**config.mk**
```make
export PLATFORM = sky130hd
export DESIGN_NAME = pmem_writeback_buffer
export DESIGN_NICKNAME = d
export VERILOG_FILES = /design/src/rtl/pmem_writeback_buffer.sv
export SDC_FILE = /design/constraint.sdc
export NUM_CORES = 1
export LEC_CHECK = 0
export BUFFER_PORTS_ARGS = -buffer_cell sky130_fd_sc_hd__buf_4
export CAP_MARGIN = 20
export CELL_PAD_IN_SITES_DETAIL_PLACEMENT = 1
export CELL_PAD_IN_SITES_GLOBAL_PLACEMENT = 1
export CORE_AREA = 4 4 419 421
export CTS_BUF_LIST = sky130_fd_sc_hd__clkbuf_8 sky130_fd_sc_hd__clkbuf_16
export CTS_CLUSTER_DIAMETER = 80
export DETAILED_ROUTE_END_ITERATION = 8
export DIE_AREA = 0 0 423 425
export HOLD_SLACK_MARGIN = 0.02
export MAX_ROUTING_LAYER = met4
export PLACE_DENSITY_LB_ADDON = 0.05
export SLEW_MARGIN = 20
export SYNTH_ARGS = -nofsm -noshare
export SYNTH_HDL_FRONTEND = slang
export SYNTH_SLANG_ARGS = --single-unit
```
**constraint.sdc**
```tcl
create_clock -name clk -period 2.8 [get_ports clk]
set_input_delay 0.56 -clock clk [delete_from_list [all_inputs] [get_ports clk]]
set_output_delay 0.56 -clock clk [all_outputs]
set_load 0.05 [all_outputs]
```
**src/rtl/pmem_writeback_buffer.sv**
```systemverilog
// Single-entry eviction write buffer between the cache arbiter and physical memory.
// Optional read forwarding from the buffered line is enabled by defining WB_FWD_EN.
module pmem_writeback_buffer #(
   parameter int LINE_W   = 256,
   parameter int OFFSET_W = 5
) (
   input  logic              clk,
   input  logic              rst,
   input  logic              up_read,
   input  logic              up_write,
   input  logic [31:0]       up_address,
   input  logic [LINE_W-1:0] up_wdata,
   output logic              up_resp,
   output logic [LINE_W-1:0] up_rdata,
   output logic              pmem_read,
   output logic              pmem_write,
   output logic [31:0]       pmem_address,
   output logic [LINE_W-1:0] pmem_wdata,
   input  logic              pmem_resp,
   input  logic [LINE_W-1:0] pmem_rdata
);

   localparam int TAG_W = 32 - OFFSET_W;

   typedef enum logic [1:0] {
      IDLE,
      ACK,
      RD,
      WB
   } state_t;

   state_t              state_q, state_d;
   logic                valid_q, valid_d;
   logic [TAG_W-1:0]    tag_q, tag_d;
   logic [LINE_W-1:0]   data_q, data_d;
   logic [LINE_W-1:0]   hold_q, hold_d;
   logic                match;

   assign match = valid_q && (up_address[31:OFFSET_W] == tag_q);

   always_ff @(posedge clk) begin
      if (rst) begin
         state_q <= IDLE;
         valid_q <= 1'b0;
         tag_q   <= '0;
         data_q  <= '0;
         hold_q  <= '0;
      end else begin
         state_q <= state_d;
         valid_q <= valid_d;
         tag_q   <= tag_d;
         data_q  <= data_d;
         hold_q  <= hold_d;
      end
   end

   always_comb begin
      state_d      = state_q;
      valid_d      = valid_q;
      tag_d        = tag_q;
      data_d       = data_q;
      hold_d       = hold_q;
      up_resp      = 1'b0;
      up_rdata     = '0;
      pmem_read    = 1'b0;
      pmem_write   = 1'b0;
      pmem_address = '0;
      pmem_wdata   = '0;

      unique case (state_q)
         IDLE: begin
            // Reads beat the background drain; a conflicting write waits for it.
            if (up_write && (!valid_q || match)) begin
               tag_d   = up_address[31:OFFSET_W];
               data_d  = up_wdata;
               valid_d = 1'b1;
               state_d = ACK;
            end else if (up_write) begin
               state_d = WB;
            end else if (up_read && match) begin
`ifdef WB_FWD_EN
               hold_d  = data_q;
               state_d = ACK;
`else
               state_d = WB;
`endif
            end else if (up_read) begin
               state_d = RD;
            end else if (valid_q) begin
               state_d = WB;
            end
         end

         ACK: begin
            up_resp  = 1'b1;
            up_rdata = hold_q;
            state_d  = IDLE;
         end

         RD: begin
            pmem_read    = 1'b1;
            pmem_address = up_address;
            up_resp      = pmem_resp;
            up_rdata     = pmem_rdata;
            if (pmem_resp) begin
               state_d = IDLE;
            end
         end

         WB: begin
            pmem_write   = 1'b1;
            pmem_address = {tag_q, {OFFSET_W{1'b0}}};
            pmem_wdata   = data_q;
            if (pmem_resp) begin
               valid_d = 1'b0;
               state_d = IDLE;
            end
         end

         default: begin
            state_d = IDLE;
         end
      endcase
   end

endmodule
```
==> results.txt <==
----------------------------------------------------
[Min path]
  Endpoint with the worst hold slack ... state_q[1]$_SDFFE_PP0P_
  Worst hold stages ... 2
  Type of the worst min-delay path ... in -> reg
  Launch point of the worst hold path ... up_write

[Timing]
  Final period util ... 94.9%
  Number of setup violations in the final report ... 0
  Final Skew ... 0.0357 ns
  Final Hold Viols ... 0
  Final period demand of the worst path ... 2.66 ns
  Worst slew slack as a fraction of its limit ... 63.7%
  Number of slew-limit violations in the final report ... 0
  Setup repair after global routing missed its margin ... false
  Slack of the critical path ... 0.143 ns
  Worst slew pin tran ... 0.536 ns
  Timing-limited maximum frequency ... 376 MHz

[Drt]
  Number of design rule violations left after detail routing ... 0
  Vias ... 17600
  Detail-routed via count per cell ... 3.29
  Antenna-violating nets left ... 0
  DRT iter0 DRCs ... 566
  First-pass iteration count of the detailed router ... 4
  Routed wire length ... 147000 um
  Routed WL per cell ... 27.5 um

[Yosys]
  Synthesized instance count ... 1903
  Warnings, synthesis ... 0
  Adder-cell area share of the yosys netlist ... 0.298%
  Net count after synthesis ... 2456
  Sequential cell area fraction in the yosys report ... 34.1%
  Largest family of logic cells by synthesized area ... simple AND/OR/NAND/NOR gates
  Synthesized-area fraction occupied by and/or/nand/nor cells ... 41.1%
  Number of library cell types mapped by synthesis ... 30
  Flop and latch count out of synthesis ... 286
  XOR/XNOR Fraction of Synth Area ... 1.41%
  Synth Area in Compound Gates ... 1.90%
  Multiplexer fraction of the synthesized cell area ... 16.9%
  Post-synthesis area per instance ... 8.81 sq um
  Netlist area before placement ... 0.0168 sq mm

[Floorplanning]
  Die width ... 423 um
  Starting density of the core ... 9.79%
  Placement Rows ... 152
  Die Area ... 0.180 sq mm
  Die Span Y ... 425 um
  Core region area ... 0.171 sq mm
  Number of ports placed on the die boundary ... 1096

[Layout]
  Final std cell area, no fill ... 0.0300 sq mm
  Nets@finish ... 3511
  Layout area overhead ... 78.7%
  Proportion of layout cells with a drive suffix above 1 ... 41.9%

[Placement]
  Final RePlAce weighted congestion ... 0.935
  Pre-CTS worst setup slack ... -0.0980 ns
  Port buffer count ... 1095
  Instance area after placement ... 0.0280 sq mm
  Detailed placement HPWL ... 124000 um

[Global route]
  Number of antenna violations at the first check in global routing ... 64
  Sum of overflow across all layers after global routing ... 0
  Via count of the first global-routing pass ... 18900
  GRT Overall Usage ... 15.8%
  Pin count of the biggest net entering global routing ... 135
  Global-route wire length before repair ... 187000 um

[Worst setup path]
  Worst path arrival time ... 2.10 ns
  Kind of launch point of the worst setup path ... register
  Highest fanout seen on the critical path ... 57
  Data required time at the worst endpoint ... 2.24 ns
  Reg-to-reg setup timing slack ... 0.34 ns
  Number of cells on the worst reg-to-reg path ... 8
  Reg2Reg Capture Point ... data_q[97]$_SDFFE_PP0P_
  Critical Path Sink Type ... output port
  Worst flop-to-flop path startpoint ... tag_q[1]$_SDFFE_PP0P_
  Critical Setup Path Class ... reg -> out

[Power]
  Largest vdd supply drop ... 0.000400 V
  Clock group share of total power ... 33.2%
  Reported net switching power ... 7.04 mW
  Register share of total power ... 27.6%
  Internal ... 10.6 mW
  Leakage ... 13.2 nW
  Power density over the cells ... 590 mW/mm^2
  Fraction of power spent switching nets ... 39.8%
  Part of the total power dissipated in combinational logic ... 39.2%

[Clock tree]
  Total CTS buffers ... 46
  Library cell used as clock root buffer ... sky130_fd_sc_hd__clkbuf_16
  # H-tree levels ... 2
  Worst-Skew Late Latency ... 0.63 ns
  Deepest clock path buffer count ... 3
  Clock input transition at the sequential cells of the worst setup and hold paths ... 0.05 ns
  Number of sinks handled by clock tree synthesis ... 286
  TritonCTS clock tree ... built

[Run status]
  Outcome ... completed

[Job]
  Maxcap violations ... 0

----------------------------------------------------
## cells by family (layout without fill, tap and decap cells)
family / Yosys count / count (layout)
and+or+nand+nor: 1102 / 1102
other: 0 / 37
adders and majority gates: 4 / 4
muxes: 283 / 283
xor gates and xnor gates: 27 / 27
buffers and inverters: 162 / 1252
DFF: 286 / 286
AOI/OAI and AO/OA: 39 / 39
## worst max path at each step
stage,depth (start not counted),to,start
global placement,9,data_q[105]$_SDFFE_PP0P_,up_address[22]
finish,5,pmem_wdata[148],state_q[1]$_SDFFE_PP0P_
CTS,7,up_rdata[59],state_q[0]$_SDFFE_PP0P_
global route,5,pmem_wdata[155],state_q[1]$_SDFFE_PP0P_
detailed placement,9,data_q[15]$_SDFFE_PP0P_,up_address[8]
floorplan,6,pmem_address[0],state_q[0]$_SDFFE_PP0P_
## through the flow
step | instances | hold WS, ns | util, % | power, mW | TNS [ns]
5_1_grt | 5320 | 0.167 | 17.5 | 18.6 | 0
3_5_place_dp | 5209 | 0.459 | 16.4 | 12.0 | -4.57
3_3_place_gp | 5209 | 0.453 | 16.4 | 11.9 | -12.42
2_1_floorplan | 1903 | 0.444 | - | 8.84 | 0
4_1_cts | 5301 | 0.136 | 17.4 | 18.2 | 0
6_report | 5340 | 0.188 | 17.5 | 17.7 | 0
## metal layers
| layer | wire length (um) | vias to the layer above | global-route usage (%) | part of all wire (%) |
|---|---|---|---|---|
| met4 | 3450 | 0 | 3.31 | 2.3 |
| li1 | - | 8170 | - | - |
| met5 | 0 | - | - | 0 |
| met1 | 47400 | 8625 | 14.0 | 32 |
| met2 | 85000 | 641 | 32.3 | 58 |
| met3 | 10900 | 125 | 5.15 | 7.4 |
## registers in the layout, indices dropped and copies added, names as in the netlist
signal and flops:
data_q 256, state_q 2, valid_q 1, tag_q 27
## synth_stat cells
cell                         n  area (sq um)
sky130_fd_sc_hd__mux2i_1   283          2830
sky130_fd_sc_hd__nor4b_1     1          8.76
sky130_fd_sc_hd__a21oi_1     2          10.0
sky130_fd_sc_hd__a21o_1      1          7.51
sky130_fd_sc_hd__a22o_1     27           236
sky130_fd_sc_hd__nand2b_1  566          3540
sky130_fd_sc_hd__nand2_1     3          11.3
sky130_fd_sc_hd__buf_2       3          15.0
sky130_fd_sc_hd__nor2_1      2          7.51
sky130_fd_sc_hd__nor2b_1     2          12.5
sky130_fd_sc_hd__o311ai_0    1          8.76
sky130_fd_sc_hd__buf_4      28           210
sky130_fd_sc_hd__ha_1        4          50.1
sky130_fd_sc_hd__o21ai_0     4          20.0
sky130_fd_sc_hd__or3b_2      1          8.76
sky130_fd_sc_hd__clkbuf_1  123           462
sky130_fd_sc_hd__xor2_1     27           236
sky130_fd_sc_hd__nand4_1     1          6.26
sky130_fd_sc_hd__o22ai_2     1          12.5
sky130_fd_sc_hd__dfxtp_1   286          5730
sky130_fd_sc_hd__nor3_1      1          5.00
sky130_fd_sc_hd__nand3_1     1          5.00
sky130_fd_sc_hd__o311a_1     1          10.0
sky130_fd_sc_hd__nand4b_1    1          8.76
sky130_fd_sc_hd__nor4_1      6          37.5
sky130_fd_sc_hd__inv_1       4          15.0
sky130_fd_sc_hd__a31oi_1     1          6.26
sky130_fd_sc_hd__a211oi_1    1          7.51
sky130_fd_sc_hd__buf_1       4          15.0
sky130_fd_sc_hd__and2_1    517          3230
## final cells by class
type / count / area, sq um
Clock inverter: 30 / 272
Multi-Input combinational cell: 1455 / 10400
Fill cell: 20000 / 141000
Sequential cell: 286 / 5730
Inverter: 4 / 15.0
Clock buffer: 53 / 1250
Antenna cell: 37 / 92.6
Tap cell: 2310 / 2890
Timing Repair Buffer: 1165 / 9350
## power by group through the flow
stage	combinational (mW)	clock [mW]	sequential, mW
after global placement	6.95	0	4.96
after floorplan	3.98	0	4.86
final	6.93	5.87	4.89
after detailed placement	6.98	0	4.97
after CTS	7.08	6.24	4.89
after global routing	7.30	6.36	4.95
## layout by cell type (no fill, tap or decap), types with 19 or more instances in the layout
| cell type | instances |
|---|---|
| sky130_fd_sc_hd__diode_2 | 37 |
| sky130_fd_sc_hd__buf_4 | 1108 |
| sky130_fd_sc_hd__mux2i_1 | 283 |
| sky130_fd_sc_hd__dfxtp_1 | 284 |
| sky130_fd_sc_hd__and2_1 | 512 |
| sky130_fd_sc_hd__buf_12 | 27 |
| sky130_fd_sc_hd__nand2b_1 | 566 |
| sky130_fd_sc_hd__xor2_1 | 27 |
| sky130_fd_sc_hd__clkbuf_16 | 48 |
| sky130_fd_sc_hd__a22o_1 | 26 |
| sky130_fd_sc_hd__buf_6 | 19 |
## critical path: stages (launching register included)
cell and delay (ns):
sky130_fd_sc_hd__dfxtp_2 0.39, sky130_fd_sc_hd__ha_4 0.23, sky130_fd_sc_hd__buf_12 0.16, sky130_fd_sc_hd__buf_12 0.25
sky130_fd_sc_hd__and2_1 0.20, sky130_fd_sc_hd__buf_4 0.21
## timing repair
action / in CTS / in global routing
setup endpoints to repair: 393 / 35
endpoints found under the hold margin: 0 / 0
gates resized for setup: 16 / 21
pin swaps: 1 / 0
gates cloned: 1 / 2
hold buffers: 0 / 0
setup buffers: 8 / 0
No activity file was read; power rests on OpenSTA's default activity.
